## src/rtl/pll_seq_pkg.sv

```systemverilog
`default_nettype none
// ============================================================================
// Module   : pll_seq_pkg
// Purpose  : Shared types, widths and helpers for the PLL lock sequencer.
//            seq_state_t - sequencer states PLL_RST / WAIT_LOCK / STABLE / RUN
//            SEL_W       - width of the rPLL divider selects
//            STAT_W      - width of the saturating statistic counters
// Revision : 1.0 - initial release
// ============================================================================
package pll_seq_pkg;

  localparam int SEL_W  = 6;
  localparam int STAT_W = 8;

  typedef enum logic [1:0] {
    PLL_RST   = 2'd0,
    WAIT_LOCK = 2'd1,
    STABLE    = 2'd2,
    RUN       = 2'd3
  } seq_state_t;

  // Larger of two unsigned values; used to size the shared phase counter.
  function automatic int unsigned max_u(input int unsigned a, input int unsigned b);
    return (a > b) ? a : b;
  endfunction

  // Saturating increment for the statistic counters (sticks at all-ones).
  function automatic logic [STAT_W-1:0] sat_inc(input logic [STAT_W-1:0] v);
    return (v == {STAT_W{1'b1}}) ? v : v + 1'b1;
  endfunction

endpackage
`default_nettype wire

```

## src/rtl/sync_2ff.sv

```systemverilog
`default_nettype none
// ============================================================================
// Module   : sync_2ff
// Purpose  : Generic two-flop synchroniser with synchronous active-high clear.
// Ports    : clk  in          destination clock
//            rst  in          synchronous clear, forces both stages to 0
//            d    in  WIDTH   asynchronous input
//            q    out WIDTH   synchronised output (two-cycle latency)
// Revision : 1.0 - initial release
// ============================================================================
module sync_2ff #(
  parameter int WIDTH = 1
) (
  input  logic             clk,
  input  logic             rst,
  input  logic [WIDTH-1:0] d,
  output logic [WIDTH-1:0] q
);

  logic [WIDTH-1:0] meta;
  logic [WIDTH-1:0] sync;

  always_ff @(posedge clk) begin
    if (rst) begin
      meta <= '0;
      sync <= '0;
    end else begin
      meta <= d;
      sync <= meta;
    end
  end

  assign q = sync;

endmodule
`default_nettype wire

```

## src/rtl/pll_lock_sequencer.sv

```systemverilog
`default_nettype none
// ============================================================================
// Module   : pll_lock_sequencer
// Purpose  : Power-up sequencer for the rPLL. Holds the PLL in reset, waits
//            for LOCK, qualifies lock stability, then releases the system
//            reset for PLL-clocked logic. Restarts on lock loss or on a
//            software divider reconfiguration. Runs on the crystal clock.
// Ports    : CLKIN        in   1  crystal clock, sole clock of this block
//            RESET        in   1  synchronous active-high reset
//            pll_lock     in   1  rPLL LOCK (asynchronous)
//            pll_reset    out  1  rPLL RESET
//            pll_idsel    out  6  rPLL IDSEL
//            pll_fbdsel   out  6  rPLL FBDSEL
//            pll_odsel    out  6  rPLL ODSEL
//            sys_rst      out  1  reset for PLL-clocked logic
//            ready        out  1  high only in RUN
//            cfg_valid    in   1  reconfiguration request
//            cfg_ready    out  1  equals ready
//            cfg_idsel    in   6  new IDSEL
//            cfg_fbdsel   in   6  new FBDSEL
//            cfg_odsel    in   6  new ODSEL
//            timeout_cnt  out  8  WAIT_LOCK timeouts, saturating
//            loss_cnt     out  8  lock-loss events in RUN, saturating
// Revision : 1.0 - initial release
// ============================================================================
module pll_lock_sequencer
  import pll_seq_pkg::*;
#(
  parameter int unsigned      RST_CYCLES    = 16,
  parameter int unsigned      LOCK_TIMEOUT  = 65536,
  parameter int unsigned      STABLE_CYCLES = 1024,
  parameter int unsigned      LOSS_FILTER   = 4,
  parameter logic [SEL_W-1:0] DEF_IDSEL     = 6'd0,
  parameter logic [SEL_W-1:0] DEF_FBDSEL    = 6'd0,
  parameter logic [SEL_W-1:0] DEF_ODSEL     = 6'd0
) (
  input  logic              CLKIN,
  input  logic              RESET,
  input  logic              pll_lock,
  output logic              pll_reset,
  output logic [SEL_W-1:0]  pll_idsel,
  output logic [SEL_W-1:0]  pll_fbdsel,
  output logic [SEL_W-1:0]  pll_odsel,
  output logic              sys_rst,
  output logic              ready,
  input  logic              cfg_valid,
  output logic              cfg_ready,
  input  logic [SEL_W-1:0]  cfg_idsel,
  input  logic [SEL_W-1:0]  cfg_fbdsel,
  input  logic [SEL_W-1:0]  cfg_odsel,
  output logic [STAT_W-1:0] timeout_cnt,
  output logic [STAT_W-1:0] loss_cnt
);

  // Shared phase counter sized for the longest terminal count of any state.
  localparam int unsigned CNT_MAX = max_u(max_u(RST_CYCLES - 1, LOCK_TIMEOUT - 1),
                                          max_u(STABLE_CYCLES - 1, LOSS_FILTER - 1));
  localparam int unsigned CNT_W   = (CNT_MAX < 1) ? 1 : $clog2(CNT_MAX + 1);

  localparam logic [CNT_W-1:0] RST_LAST    = CNT_W'(RST_CYCLES - 1);
  localparam logic [CNT_W-1:0] TIMEOUT_LAST = CNT_W'(LOCK_TIMEOUT - 1);
  localparam logic [CNT_W-1:0] STABLE_LAST = CNT_W'(STABLE_CYCLES - 1);
  localparam logic [CNT_W-1:0] LOSS_LAST   = CNT_W'(LOSS_FILTER - 1);

  seq_state_t        state;
  seq_state_t        state_next;
  logic [CNT_W-1:0]  cnt;
  logic [CNT_W-1:0]  cnt_next;
  logic              timeout_hit;
  logic              loss_hit;
  logic              cfg_take;

  logic              lock_s;
  logic              sync_clr;

  logic              pll_reset_q;
  logic              sys_rst_q;
  logic              ready_q;
  logic [SEL_W-1:0]  idsel_q;
  logic [SEL_W-1:0]  fbdsel_q;
  logic [SEL_W-1:0]  odsel_q;
  logic [STAT_W-1:0] timeout_q;
  logic [STAT_W-1:0] loss_q;

  // LOCK is meaningless while the PLL is held in reset, so the synchroniser
  // is flushed for that whole interval. This keeps a stale lock from a
  // previous attempt from short-cutting WAIT_LOCK, and makes the sync lag
  // part of the minimum latency after every PLL reset.
  assign sync_clr = RESET | pll_reset_q;

  sync_2ff #(
    .WIDTH (1)
  ) u_lock_sync (
    .clk (CLKIN),
    .rst (sync_clr),
    .d   (pll_lock),
    .q   (lock_s)
  );

  // --------------------------------------------------------------------------
  // State register
  // --------------------------------------------------------------------------
  always_ff @(posedge CLKIN) begin
    if (RESET) begin
      state <= PLL_RST;
      cnt   <= '0;
    end else begin
      state <= state_next;
      cnt   <= cnt_next;
    end
  end

  // --------------------------------------------------------------------------
  // Next-state and event decode
  // --------------------------------------------------------------------------
  always_comb begin
    state_next  = state;
    cnt_next    = cnt + 1'b1;
    timeout_hit = 1'b0;
    loss_hit    = 1'b0;
    cfg_take    = 1'b0;

    case (state)
      PLL_RST: begin
        if (cnt == RST_LAST) begin
          state_next = WAIT_LOCK;
        end
      end

      WAIT_LOCK: begin
        // Lock seen on the last timeout cycle still wins.
        if (lock_s) begin
          state_next = STABLE;
        end else if (cnt == TIMEOUT_LAST) begin
          state_next  = PLL_RST;
          timeout_hit = 1'b1;
        end
      end

      STABLE: begin
        if (!lock_s) begin
          state_next = WAIT_LOCK;
        end else if (cnt == STABLE_LAST) begin
          state_next = RUN;
        end
      end

      RUN: begin
        // In RUN the counter is the lock-loss filter: it counts consecutive
        // low samples and any high sample clears it.
        if (lock_s) begin
          cnt_next = '0;
        end
        // A reconfiguration restarts the PLL anyway, so a coincident lock
        // loss is not counted.
        if (cfg_valid) begin
          cfg_take   = 1'b1;
          state_next = PLL_RST;
        end else if (!lock_s && (cnt == LOSS_LAST)) begin
          loss_hit   = 1'b1;
          state_next = PLL_RST;
        end
      end

      default: begin
        state_next = PLL_RST;
      end
    endcase

    if (state_next != state) begin
      cnt_next = '0;
    end
  end

  // --------------------------------------------------------------------------
  // Registered outputs, decoded from the next state so that they change on
  // the very edge that enters a state (sys_rst drops on the edge into RUN,
  // pll_reset and the new selects appear together on the transfer edge).
  // --------------------------------------------------------------------------
  always_ff @(posedge CLKIN) begin
    if (RESET) begin
      pll_reset_q <= 1'b1;
      sys_rst_q   <= 1'b1;
      ready_q     <= 1'b0;
      idsel_q     <= DEF_IDSEL;
      fbdsel_q    <= DEF_FBDSEL;
      odsel_q     <= DEF_ODSEL;
      timeout_q   <= '0;
      loss_q      <= '0;
    end else begin
      pll_reset_q <= (state_next == PLL_RST);
      sys_rst_q   <= (state_next != RUN);
      ready_q     <= (state_next == RUN);
      if (cfg_take) begin
        idsel_q  <= cfg_idsel;
        fbdsel_q <= cfg_fbdsel;
        odsel_q  <= cfg_odsel;
      end
      if (timeout_hit) begin
        timeout_q <= sat_inc(timeout_q);
      end
      if (loss_hit) begin
        loss_q <= sat_inc(loss_q);
      end
    end
  end

  assign pll_reset   = pll_reset_q;
  assign sys_rst     = sys_rst_q;
  assign ready       = ready_q;
  assign cfg_ready   = ready_q;
  assign pll_idsel   = idsel_q;
  assign pll_fbdsel  = fbdsel_q;
  assign pll_odsel   = odsel_q;
  assign timeout_cnt = timeout_q;
  assign loss_cnt    = loss_q;

endmodule
`default_nettype wire
```

## config.mk

```make
export PLATFORM = sky130hd
export DESIGN_NAME = pll_lock_sequencer
export DESIGN_NICKNAME = d
export VERILOG_FILES = /design/src/rtl/pll_seq_pkg.sv /design/src/rtl/sync_2ff.sv /design/src/rtl/pll_lock_sequencer.sv
export SDC_FILE = /design/constraint.sdc
export NUM_CORES = 1
export LEC_CHECK = 0
export ABC_AREA = 1
export BUFFER_PORTS_ARGS = -buffer_cell sky130_fd_sc_hd__buf_2
export CAP_MARGIN = 5
export CORE_ASPECT_RATIO = 1.1
export CORE_UTILIZATION = 54
export CTS_CLUSTER_DIAMETER = 150
export DETAILED_ROUTE_END_ITERATION = 8
export PLACE_DENSITY = 0.83
export SLEW_MARGIN = 20
export SYNTH_ARGS = -nofsm -noshare
export SYNTH_HDL_FRONTEND = slang
export SYNTH_SLANG_ARGS = --single-unit
```

## constraint.sdc

```tcl
create_clock -name CLKIN -period 2 [get_ports CLKIN]
set_clock_uncertainty 0.05 [all_clocks]
set_input_delay 0.6 -clock CLKIN [delete_from_list [all_inputs] [get_ports CLKIN]]
set_output_delay 0.6 -clock CLKIN [all_outputs]
set_load 0.005 [all_outputs]
```

=== After elaboration in Yosys (flattened, before gate mapping) ===
Index checks and enable logic that the tools add are counted.

* Magnitude comparators: 0
* Mux-type cells: 18
* Reductions and logical operators: 7
* Add/subtract/negate cells: 3
* Shift-type cells: 0
* Multiply operators: 0
* Divide/modulo/power cells: 0
* Eq/ne operators: 12
* Bitwise logic cells: 3

{| class="wikitable"
|+ Operators by type and width
! cell !! count
|-
| 2-to-1 mux 16 bit || 2
|-
| adder 16 x 1 -> 16 bit (second input constant) || 1
|-
| adder 8 x 1 -> 8 bit (second input constant) || 2
|-
| equality test 16 x 10 -> 1 bit (second input constant) || 1
|-
| equality test 16 bit (second input constant) || 1
|-
| equality test 16 x 2 -> 1 bit (second input constant) || 1
|-
| equality test 16 x 4 -> 1 bit (second input constant) || 1
|-
| equality test 8 bit (second input constant) || 2
|-
| 2-to-1 mux 2 bit || 7
|-
| 2-to-1 mux 1 bit || 8
|-
| one-hot mux 2 bit (4 select lines) || 1
|-
| equality test 2 bit (second input constant) || 3
|-
| logical NOT 2 bit || 2
|-
| AND reduction 2 bit || 2
|-
| equality test 2 x 1 -> 1 bit (second input constant) || 1
|-
| != test 2 bit || 1
|-
| != test 2 bit (second input constant) || 1
|-
| NOT 1 bit || 2
|-
| OR reduction 2 bit || 1
|-
| logical AND 1 bit || 1
|-
| logical NOT 1 bit || 1
|-
| OR 1 bit || 1
|}

* RAM bits: 0
* Bits in read-only memories: 0
* Memories: 0
* Input bits: 22
* Latch bits: 0
* Output and inout port bits: 38
* Bits in registers: 57

=== Logic depth before layout (Yosys ltp) ===
Gate-level depths: netlist (run 1).

* Depth after elaboration: 7
* Gate-level depth with buffers: 13
* Gate-level depth less buffers: 13

=== Hierarchy ===
From an unflattened synthesis (run 1), not the netlist that was laid out.

* Cells, all modules: 377
* Area, all modules: 2,710.1 um^2

{| class="wikitable"
|+ By module, submodules not included
! module !! area an instance (um^2) !! times used !! sequential area each (um^2) !! cells each
|-
| pll_lock_sequencer || 2,655.0 || 1 || 1,101.1 || 371
|-
| sync_2ff || 55.1 || 1 || 40.0 || 6
|}

=== Worst setup path before layout (run 1) ===
Ideal clock, no wire load.

* Path type: register to register
* Start: register cnt[0]
* End: register cnt[12]
* Buffers on the path: 1
* Setup slack: 0.284 ns
* Data required time: 1.826 ns
* Data arrival time: 1.542 ns
* Period minus slack after synthesis: 1.716 ns
* Stages on the path, launching flop included: 14
* Library setup time: 0.124 ns
* Cell sequence: dfxtp_1 ha_1 nand2_2 nor2_4 nand2_2 nor2_4 nand3_2 nand2_2 nand2_1 nor2_1 nor2_1 nand2_4 buf_12 nor2_4

* Word-level cells in the longest chain between the ends: 7

{| class="wikitable"
|+ RTL lines
! what !! RTL line !! text
|-
| start: declaration || pll_lock_sequencer.sv:67 || <nowiki>logic [CNT_W-1:0] cnt;</nowiki>
|-
| start signal: assignment || pll_lock_sequencer.sv:109 || <nowiki>cnt <= cnt_next;</nowiki>
|-
| equality test 16 x 2 -> 1 bit || pll_lock_sequencer.sv:159 || <nowiki>end else if (!lock_s && (cnt == LOSS_LAST)) begin</nowiki>
|-
| logical AND 1 bit || pll_lock_sequencer.sv:159 ||
|-
| 2-to-1 mux 2 bit || pll_lock_sequencer.sv:159 ||
|-
| 2-to-1 mux 2 bit || pll_lock_sequencer.sv:156 || <nowiki>if (cfg_valid) begin</nowiki>
|-
| one-hot mux 2 bit (4 select lines) || pll_lock_sequencer.sv:123 || <nowiki>case (state)</nowiki>
|-
| != test 2 bit || pll_lock_sequencer.sv:170 || <nowiki>if (state_next != state) begin</nowiki>
|-
| OR reduction 2 bit (no source line) || -- ||
|}

Several ways; a longest one is shown, not always the timed one.
A chain may end at the register's enable or synchronous reset.

=== Final worst setup path (run 1) ===
* Start: register cnt[0]
* End: register cnt[8]

The elaborated chain is that of the path after synthesis.

==> impl_metrics.env, run 1 <==
export IMPL_crit_fanout=4
export IMPL_rr_endpoint="cnt[8]"
export IMPL_net_switching_power_w=0.000508
export IMPL_io_buffers=59
export IMPL_cts_hold_buf=0
export IMPL_cp_slowest_cell="dfxtp_1"
export IMPL_clkLatencyLatePin_ns=0.34
export IMPL_power_frac_seq_pct=45.0
export IMPL_routed_wl_mm=6.15
export IMPL_synth_warning_count=0
export IMPL_startpoint_type="flip-flop"
export IMPL_ant_nets=0
export IMPL_route_detailed_drc=0
export IMPL_relSlewSlack_pct=74.7
export IMPL_place_hpwl_mm=4.16
export IMPL_numCtsBuffers=9
export IMPL_ios=60
export IMPL_netlist_cell_type_count=34
export IMPL_syn_area_per_cell_um2=7.47
export IMPL_required_ns=2.22
export IMPL_grt_ovfl_total=0
export IMPL_core_area_um2=4720
export IMPL_grt_antenna_before_repair=0
export IMPL_seq_area_frac_synth_pct=42.5
export IMPL_drv_cap=0
export IMPL_drv_slew=0
export IMPL_place_congestion=0.850
export IMPL_endpoint_kind="flip-flop"
export IMPL_hp_class="reg2reg"
export IMPL_die_x_um=69.3
export IMPL_max_freq_ghz=0.516
export IMPL_reg2reg_slack_ns=0.06
export IMPL_setup_viol_count_final=0
export IMPL_pre_cts_slack_ns=0.150
export IMPL_cp_cell_sequence="ha_1 > inv_1 > nor2_1 > nand2_1 > nor2_1 > nand2_1 > nand2_2 > nand3_1 > nand3_1 > nor2_1 > nand2_4 > buf_4 > nor2_1"
export IMPL_final_common_cell="nand2_1"
export IMPL_critPathLaunch="cnt[0]"
export IMPL_cts_buffer_depth=2
export IMPL_power_density_nw_per_um2=760
export IMPL_timing_rr_start="cnt[0]"
export IMPL_clockPowerShare_pct=51.7
export IMPL_drt_vias_per_instance=5.29
export IMPL_cpLargestDelayFamily="simple AND/OR/NAND/NOR gates"
export IMPL_peakVddDrop_mv=0.676
export IMPL_drive_gt1_share_pct=27.2
export IMPL_grt_pass1_wl_mm=10.4
export IMPL_finalCritPeriodShare_pct=96.9
export IMPL_period_minus_slack_ns=1.94
export IMPL_r2r_cells=13
export IMPL_initial_core_util_pct=57.0
export IMPL_cts_sinks=57
export IMPL_firstDrtPassIters=4
export IMPL_crit_cells=13
export IMPL_syn2layout_area_growth_pct=24.7
export IMPL_layout_setup_ws_ns=0.0626
export IMPL_ys_seq_elements=57
export IMPL_syn_area_um2=2690
export IMPL_grt_pass1_vias=2405
export IMPL_cp_slowest_stage_delay_ns=0.33
export IMPL_cts_tree="built"
export IMPL_grt_max_degree=32
export IMPL_final_util_pct=71.1
export IMPL_hold_violations=0
export IMPL_syn_inst=360
export IMPL_worst_pin_slew_ns=0.376
export IMPL_fin_tns_setup_ns=0
export IMPL_vias=2590
export IMPL_root_buffer="clkbuf_8"
export IMPL_hp_start="pll_idsel[3]"
export IMPL_fin_nets=454
export IMPL_p_leak_nw=1.43
export IMPL_n_antenna_cell=0
export IMPL_switching_share_pct=19.9
export IMPL_clk_pin_slew_ns=0.07
export IMPL_crit_top_cell="nor2_1"
export IMPL_dieArea_um2=5260
export IMPL_intPower_w=0.00204
export IMPL_grt_usage_pct=24.3
export IMPL_syn_nets=385
export IMPL_dr_first_iter_drc_count=182
export IMPL_path_class="reg2reg"
export IMPL_combPwrFrac_pct=3.3
export IMPL_most_common_layout_cells="nand2_1, buf_2, dfxtp_1, nand3_1, nor2_1"
export IMPL_rows=26
export IMPL_endpoint="cnt[8]"
export IMPL_status="complete, no violations"
export IMPL_wl_per_cell_um=12.6
export IMPL_die_y_um=76.0
export IMPL_htree_levels=3
export IMPL_finalHoldWorstSlack_ns=0.408
export IMPL_critPathBufInv=2
export IMPL_arrival_ns=2.16
## through the flow
stage                     area (um2)  cells  total power, W
after floorplan                 2690    360         0.00122
after CTS                       3300    487         0.00255
after global routing            3350    490         0.00263
after detailed placement        3050    471         0.00124
after global placement          3050    471         0.00124
final                           3350    490         0.00255
## synthesized netlist by cell type
| cell type | n | area (um2) |
|---|---|---|
| a21boi_0 | 3 | 22.5 |
| clkbuf_2 | 1 | 5.00 |
| buf_2 | 1 | 5.00 |
| nand2_4 | 1 | 11.3 |
| nand2_2 | 5 | 31.3 |
| or2_2 | 2 | 12.5 |
| o21ai_0 | 9 | 45.0 |
| nor3_1 | 3 | 15.0 |
| a21oi_1 | 35 | 175 |
| and3_1 | 2 | 12.5 |
| o21a_1 | 1 | 7.51 |
| a31o_2 | 1 | 8.76 |
| inv_2 | 1 | 3.75 |
| o21bai_1 | 4 | 30.0 |
| nand3b_1 | 3 | 22.5 |
| xnor2_1 | 3 | 26.3 |
| dfxtp_1 | 57 | 1140 |
| nand4_1 | 7 | 43.8 |
| nor3b_1 | 2 | 15.0 |
| buf_12 | 1 | 20.0 |
| ha_1 | 3 | 37.5 |
| clkbuf_1 | 7 | 26.3 |
| inv_1 | 26 | 97.6 |
| xor2_1 | 4 | 35.0 |
| nand3_2 | 3 | 30.0 |
| nor3_4 | 1 | 16.3 |
| nand2_1 | 69 | 259 |
| nor2_4 | 5 | 56.3 |
| nor2_2 | 9 | 56.3 |
| nor2_1 | 39 | 146 |
| buf_4 | 3 | 22.5 |
| buf_6 | 1 | 11.3 |
| buf_1 | 1 | 3.75 |
| nand3_1 | 47 | 235 |
## state kept, by name, summed over array words and instances (netlist names)
name,cells
cnt,16
loss_cnt,8
timeout_cnt,8
pll_fbdsel,6
pll_idsel,6
pll_odsel,6
state,2
cfg_ready,1
pll_reset,1
sys_rst,1
u_lock_sync.meta,1
u_lock_sync.q,1
## worst min-delay path by stage
| stage | slack (ns) | cells past startpoint | to |
|---|---|---|---|
| after CTS | 0.41 | 2 | loss_cnt[4] |
| after global routing | 0.43 | 2 | pll_fbdsel[0] |
| after floorplan | 0.39 | 1 | u_lock_sync.q |
| after detailed placement | 0.39 | 1 | u_lock_sync.q |
| after global placement | 0.39 | 2 | pll_idsel[2] |
| final | 0.41 | 2 | pll_idsel[3] |
## tightest hold or removal path, cell delays in order, from the launching register on
cell and delay [ns]:
dfxtp_1 0.31, nand2_1 0.06, a21oi_1 0.05
## per-layer routing
metal	GRT usage (%)	routed length, um
met5	0	0
met2	40.6	3150
met3	6.75	208
met4	12.4	120
met1	28.4	2680
## layout make-up
| class | instances | area (um2) |
|---|---|---|
| Clock inverter | 5 | 103 |
| Clock buffer | 11 | 141 |
| Fill cell | 358 | 1370 |
| Inverter | 27 | 101 |
| Sequential cell | 57 | 1140 |
| Timing Repair Buffer | 73 | 438 |
| Multi-Input combinational cell | 261 | 1360 |
| Tap cell | 56 | 70.1 |
## timing repair
action | CTS | global route
resized for setup | 0 | 2
setup buffers | 0 | 3
endpoints found under the setup margin | 0 | 3
hold endpoints to repair | 0 | 0
## kinds of logic after synthesis
family,synth area share (%)
compound gates,10.8
xor+xnor,2.28
fa+ha+maj,1.40
buf+inv,7.26
flops,42.5
simple gates,35.8
## power groups by stage
stage | registers, W | clock network (W) | logic [W]
floorplan | 0.00117 | 0 | 0.0000470
global placement | 0.00117 | 0 | 0.0000727
detailed placement | 0.00117 | 0 | 0.0000724
CTS | 0.00115 | 0.00133 | 0.0000726
global route | 0.00115 | 0.00139 | 0.0000941
finish | 0.00115 | 0.00132 | 0.0000851
No activity file was read; power rests on OpenSTA's default activity.
==> run 2, diff against run 1 <==
--- a/config.mk
+++ b/config.mk
@@ -14,4 +14,5 @@
 export DETAILED_ROUTE_END_ITERATION = 8
 export PLACE_DENSITY = 0.83
+export SETUP_SLACK_MARGIN = 0.15
 export SLEW_MARGIN = 20
 export SYNTH_ARGS = -nofsm -noshare
==> constraint.sdc (replaced) <==
create_clock -name CLKIN -period 2 [get_ports CLKIN]
set_clock_uncertainty 0.05 [all_clocks]
set_input_delay 0.4 -clock CLKIN [delete_from_list [all_inputs] [get_ports CLKIN]]
set_output_delay 0.4 -clock CLKIN [all_outputs]
set_load 0.005 [all_outputs]
==> run 2 against run 1 <==
Clock-buffer cell count did not move; cell count did not move; die area did not move; power fell by 5.2%; via count rose by 0.42%; non-clock buffer count did not move; highest routed layer unchanged; routed wire length rose by 1.1%; core utilization fell by 0.080 points; first-iteration DRC count fell by 1.1%; worst hold slack got worse by 0.13 ns; sequential share of layout area rose by 0.23 points.
==> impl_metrics.env, run 2 (synthesis gave the netlist of run 1 again) <==
export IMPL_status="complete, no violations"
export IMPL_peakVddDrop_mv=0.636
export IMPL_most_common_layout_cells="nand2_1, buf_2, dfxtp_1, nand3_1, nor2_1"
export IMPL_pre_cts_slack_ns=0.117
export IMPL_path_class="reg2reg"
export IMPL_crit_cells=13
export IMPL_cts_sinks=57
export IMPL_syn2layout_area_growth_pct=24.6
export IMPL_r2r_cells=13
export IMPL_clkLatencyLatePin_ns=0.33
export IMPL_cp_slowest_cell="dfxtp_2"
export IMPL_rsz0062_at_grt="no"
export IMPL_clk_pin_slew_ns=0.07
export IMPL_cts_tree="built"
export IMPL_dr_first_iter_drc_count=180
export IMPL_root_buffer="clkbuf_8"
export IMPL_cts_buffer_depth=2
export IMPL_crit_top_cell="nand2_2"
export IMPL_hp_class="in2reg"
export IMPL_ant_nets=0
export IMPL_cp_cell_sequence="ha_4 > nand2_2 > nor2_4 > nand2_2 > nor2_4 > nand3_2 > nand2_2 > nand2_1 > nor2_2 > nor2_2 > nand2_4 > buf_12 > nor2_1"
export IMPL_arrival_ns=1.93
export IMPL_setup_viol_count_final=0
export IMPL_rows=26
export IMPL_relSlewSlack_pct=62.5
export IMPL_place_congestion=0.877
export IMPL_required_ns=2.17
export IMPL_place_inst=467
export IMPL_startpoint_type="flip-flop"
export IMPL_grt_usage_pct=23.7
export IMPL_layout_setup_ws_ns=0.242
export IMPL_die_x_um=69.3
export IMPL_cp_slowest_stage_delay_ns=0.36
export IMPL_max_freq_ghz=0.569
export IMPL_finalNonFillerCells=490
export IMPL_drive_gt1_share_pct=29.3
export IMPL_fin_nets=454
export IMPL_drv_slew=0
export IMPL_firstDrtPassIters=4
export IMPL_core_area_um2=4720
export IMPL_reg2reg_slack_ns=0.24
export IMPL_power_density_nw_per_um2=721
export IMPL_wl_per_cell_um=12.7
export IMPL_initial_core_util_pct=57.0
export IMPL_hold_violations=0
export IMPL_numCtsBuffers=9
export IMPL_io_buffers=59
export IMPL_drt_vias_per_instance=5.31
export IMPL_period_minus_slack_ns=1.76
export IMPL_crit_fanout=9
export IMPL_drv_cap=0
export IMPL_grt_ovfl_total=0
export IMPL_critPathBufInv=1
export IMPL_die_y_um=76.0
export IMPL_htree_levels=3
export IMPL_cpLargestDelayFamily="simple AND/OR/NAND/NOR gates"
export IMPL_endpoint_kind="flip-flop"
export IMPL_route_detailed_drc=0
export IMPL_grt_pass1_wl_mm=9.96
export IMPL_grt_pass1_vias=2261
export IMPL_hold_path_depth=3
export IMPL_regMostFlops="cnt"
export IMPL_routed_wl_mm=6.22
export IMPL_final_common_cell="nand2_1"
export IMPL_vias=2601
export IMPL_ios=60
export IMPL_grt_antenna_before_repair=0
export IMPL_p_leak_nw=1.41
export IMPL_dieArea_um2=5260
export IMPL_finalCritPeriodShare_pct=87.9
export IMPL_worst_pin_slew_ns=0.560
export IMPL_n_antenna_cell=0
export IMPL_largest_reg_flops=16
export IMPL_grt_max_degree=32
export IMPL_place_hpwl_mm=4.14
export IMPL_fin_tns_setup_ns=0
[run 2: cell types whose count changed in the layout (fill, tap and decap cells not counted), sizes merged]
cell	previous run	this run
bufinv	3	2
clkinv	1	3
clkinvlp	1	0
[run 2: worst paths after layout]
| path | from | endpoint |
|---|---|---|
| worst max register to register | cnt[0] | cnt[9] |
| worst min register to register | pll_fbdsel[1] | pll_fbdsel[1] |
| worst min-delay path | cfg_fbdsel[3] | pll_fbdsel[3] |
| worst max-delay path | cnt[0] | cnt[9] |
[run 2: stage by stage]
step	hold WS (ns)	util [%]	power (W)	area, um2
final	0.281	71.0	0.00241	3350
after global routing	0.271	71.0	0.00250	3350
after CTS	0.262	69.6	0.00243	3280
after detailed placement	0.399	63.8	0.00124	3010
after global placement	0.390	63.8	0.00124	3010
after floorplan	0.392	-	0.00122	2690
[run 2: routing by layer]
| layer | global-route usage [%] | part of all wire, % |
|---|---|---|
| met5 | 0 | 0 |
| met4 | 11.4 | 1.8 |
| met3 | 6.22 | 4.0 |
| met2 | 40.2 | 52 |
| met1 | 27.5 | 42 |
[run 2: repair_timing]
action | in CTS | in global routing
cloned | 0 | 0
endpoints found under the setup margin | 12 | 28
hold buffers | 0 | 0
resized for setup | 2 | 11
setup buffers | 3 | 4
pin swaps | 2 | 4
[run 2: power by group]
part	internal, W	switching, W
sequential	0.00114	0.00000686
combinational	0.0000396	0.0000471
clock	0.000733	0.000447
[run 2: final cells by class]
cell class              instances  area [um2]
clock inverters                 5        78.8
multi-input cells             261        1380
repair buffers                 73         425
clock buffers                  11         141
well taps                      56        70.1
inverters                      27         101
flip-flops and latches         57        1150
fillers                       382        1370
[run 2: tightest hold or removal path, stage by stage]
cell	delay [ns]
buf_2	0.09
nand3_1	0.07
a21oi_1	0.06
==> run 3, diff against run 2 <==
SYNTH_HIERARCHICAL = 1   (was unset)
==> run 3 against run 2 <==
Synthesized cell count up 4.7%; register-to-register slack about the same; largest power group is now registers; clock-buffer cell count down 1; critical path type unchanged; worst hold slack worse by 0.063 ns; cell area up 0.78%; critical path depth down 2.
==> impl_metrics.env, run 3 <==
export IMPL_status="complete, no violations"
export IMPL_synth_fa_ha_area_share_pct=1.39
export IMPL_place_congestion=0.823
export IMPL_synth_top_family_by_area="simple AND/OR/NAND/NOR gates"
export IMPL_clk_pin_slew_ns=0.07
export IMPL_vias=2632
export IMPL_rows=26
export IMPL_setup_viol_count_final=0
export IMPL_core_area_um2=4750
export IMPL_power_density_nw_per_um2=680
export IMPL_synth_xor_area_share_pct=2.59
export IMPL_drt_vias_per_instance=5.19
export IMPL_endpoint_kind="flip-flop"
export IMPL_p_leak_nw=1.48
export IMPL_htree_levels=3
export IMPL_syn_area_per_cell_um2=7.19
export IMPL_root_buffer="clkbuf_8"
export IMPL_syn_inst=377
export IMPL_arrival_ns=1.93
export IMPL_synth_most_common_cell="nand2_1"
export IMPL_ys_seq_elements=57
export IMPL_place_inst=487
export IMPL_cts_sinks=57
export IMPL_drv_slew=0
export IMPL_synth_mux_area_share_pct=0
export IMPL_final_common_cell="nand2_1"
export IMPL_synth_edff_count=0
export IMPL_synthTopCellsByArea="dfxtp_1, nand2_1, nand3_1"
export IMPL_cts_buffer_depth=2
export IMPL_path_class="reg2reg"
export IMPL_finalCritPeriodShare_pct=88.2
export IMPL_largest_reg_flops=16
export IMPL_period_minus_slack_ns=1.76
export IMPL_n_antenna_cell=0
export IMPL_initial_core_util_pct=57.1
export IMPL_drive_gt1_share_pct=27.9
export IMPL_dr_first_iter_drc_count=133
export IMPL_seq_area_frac_synth_pct=42.1
export IMPL_rsz0062_at_grt="no"
export IMPL_startpoint_type="flip-flop"
export IMPL_finalHoldWorstSlack_ns=0.219
export IMPL_routed_wl_mm=6.20
export IMPL_route_detailed_drc=0
export IMPL_dieArea_um2=5310
export IMPL_wl_per_cell_um=12.2
export IMPL_firstDrtPassIters=4
export IMPL_worst_pin_slew_ns=0.570
export IMPL_final_util_pct=71.0
export IMPL_async_flop_share_pct=0
export IMPL_netlist_cell_type_count=31
export IMPL_relSlewSlack_pct=61.9
export IMPL_hp_class="in2reg"
export IMPL_hp_start="pll_lock"
export IMPL_synth_largest_area_cell="dfxtp_1"
export IMPL_grt_pass1_wl_mm=10.0
export IMPL_ys_top_cells_by_count="nand2_1, dfxtp_1, nor2_1"
export IMPL_numCtsBuffers=9
export IMPL_syn_nets=402
export IMPL_synthSimpleGateAreaFrac_pct=37.0
export IMPL_required_ns=2.17
export IMPL_ys_dominant_reg_cell="dfxtp_1"
export IMPL_ant_nets=0
export IMPL_fin_tns_setup_ns=0
export IMPL_peakVddDrop_mv=0.505
export IMPL_netlist_area_leader_share_pct=42.1
export IMPL_synth_compound_area_share_pct=8.82
export IMPL_regMostFlops="cnt"
export IMPL_finalNonFillerCells=507
export IMPL_syn2layout_area_growth_pct=24.5
export IMPL_timing_rr_start="cnt[1]"
export IMPL_die_x_um=69.5
export IMPL_max_freq_ghz=0.567
export IMPL_hold_violations=0
export IMPL_grt_antenna_before_repair=0
export IMPL_critPathLaunch="cnt[1]"
export IMPL_grt_pass1_vias=2361
export IMPL_fillers=377
export IMPL_syn_area_um2=2710
export IMPL_drv_cap=0
export IMPL_fin_nets=471
export IMPL_multi_input_area_um2=1440
export IMPL_synth_warning_count=6
export IMPL_most_common_layout_cells="nand2_1, buf_2, dfxtp_1, inv_1, nor2_1"
export IMPL_grt_ovfl_total=0
export IMPL_io_buffers=59
export IMPL_crit_fanout=7
export IMPL_regArea_um2=1150
export IMPL_grt_max_degree=24
export IMPL_cts_hold_buf=0
export IMPL_grt_usage_pct=23.2
export IMPL_clkLatencyLatePin_ns=0.34
export IMPL_cts_tree="built"
export IMPL_die_y_um=76.3
export IMPL_ios=60
export IMPL_place_hpwl_mm=4.07
==> run 3: cell type report <==
class | instances | area share, %
Sequential cell | 57 | 34.0
Inverter | 42 | 4.75
Multi-Input combinational cell | 268 | 42.7
Tap cell | 56 | 2.08
Clock inverter | 6 | 1.71
Timing Repair Buffer | 68 | 10.8
Clock buffer | 10 | 4.08
==> run 3: worst paths after layout <==
check / to / slack (ns) / cells past startpoint
worst max-delay path: timeout_cnt[5] / 0.24 / 11
worst min-delay path: u_lock_sync/meta / 0.22 / 3
worst min register to register: u_lock_sync/q / 0.36 / 2
worst max register to register: timeout_cnt[5] / 0.24 / 11
==> run 3: what timing repair did <==
item | CTS | global route
buffers inserted | 0 | 3
gates cloned | 0 | 1
pin swaps | 0 | 8
endpoints found under the setup margin | 9 | 32
gates resized for setup | 2 | 18
==> run 3: cell families after synthesis <==
group                    Yosys count
AND/OR/NAND/NOR                  212
buffers and inverters             53
flip-flops                        57
XOR/XNOR                           8
adder cells (fa/ha/maj)            3
AO/OA/AOI/OAI                     44
==> run 3: worst max-delay path, stage by stage, from the launching register on <==
cell	delay, ns
dfxtp_2	0.36
ha_4	0.16
nand2_2	0.08
nor2_4	0.18
nand2_2	0.10
nor2_4	0.15
nand3_4	0.09
nor2_4	0.12
nand2_4	0.09
buf_4	0.15
nand2_1	0.06
a21oi_1	0.06
==> run 3: routing by layer <==
metal	track usage, %	share of wire [%]
met5	0	0
met4	8.78	1.5
met3	5.56	5.2
met2	40.0	49
met1	27.6	44
==> run 3: per-stage QoR <==
stage,power (W),setup slack (ns),area (um2)
after floorplan,0.00122,0.311,2710
after global placement,0.00125,0.231,3060
after detailed placement,0.00125,0.144,3060
after CTS,0.00229,0.168,3270
after global routing,0.00237,0.0851,3370
final,0.00229,0.236,3370
==> run 3: where the power goes <==
part / switching [W] / internal [W]
Sequential: 0.00000627 / 0.00114
Clock: 0.000457 / 0.000599
Combinational: 0.0000531 / 0.0000378
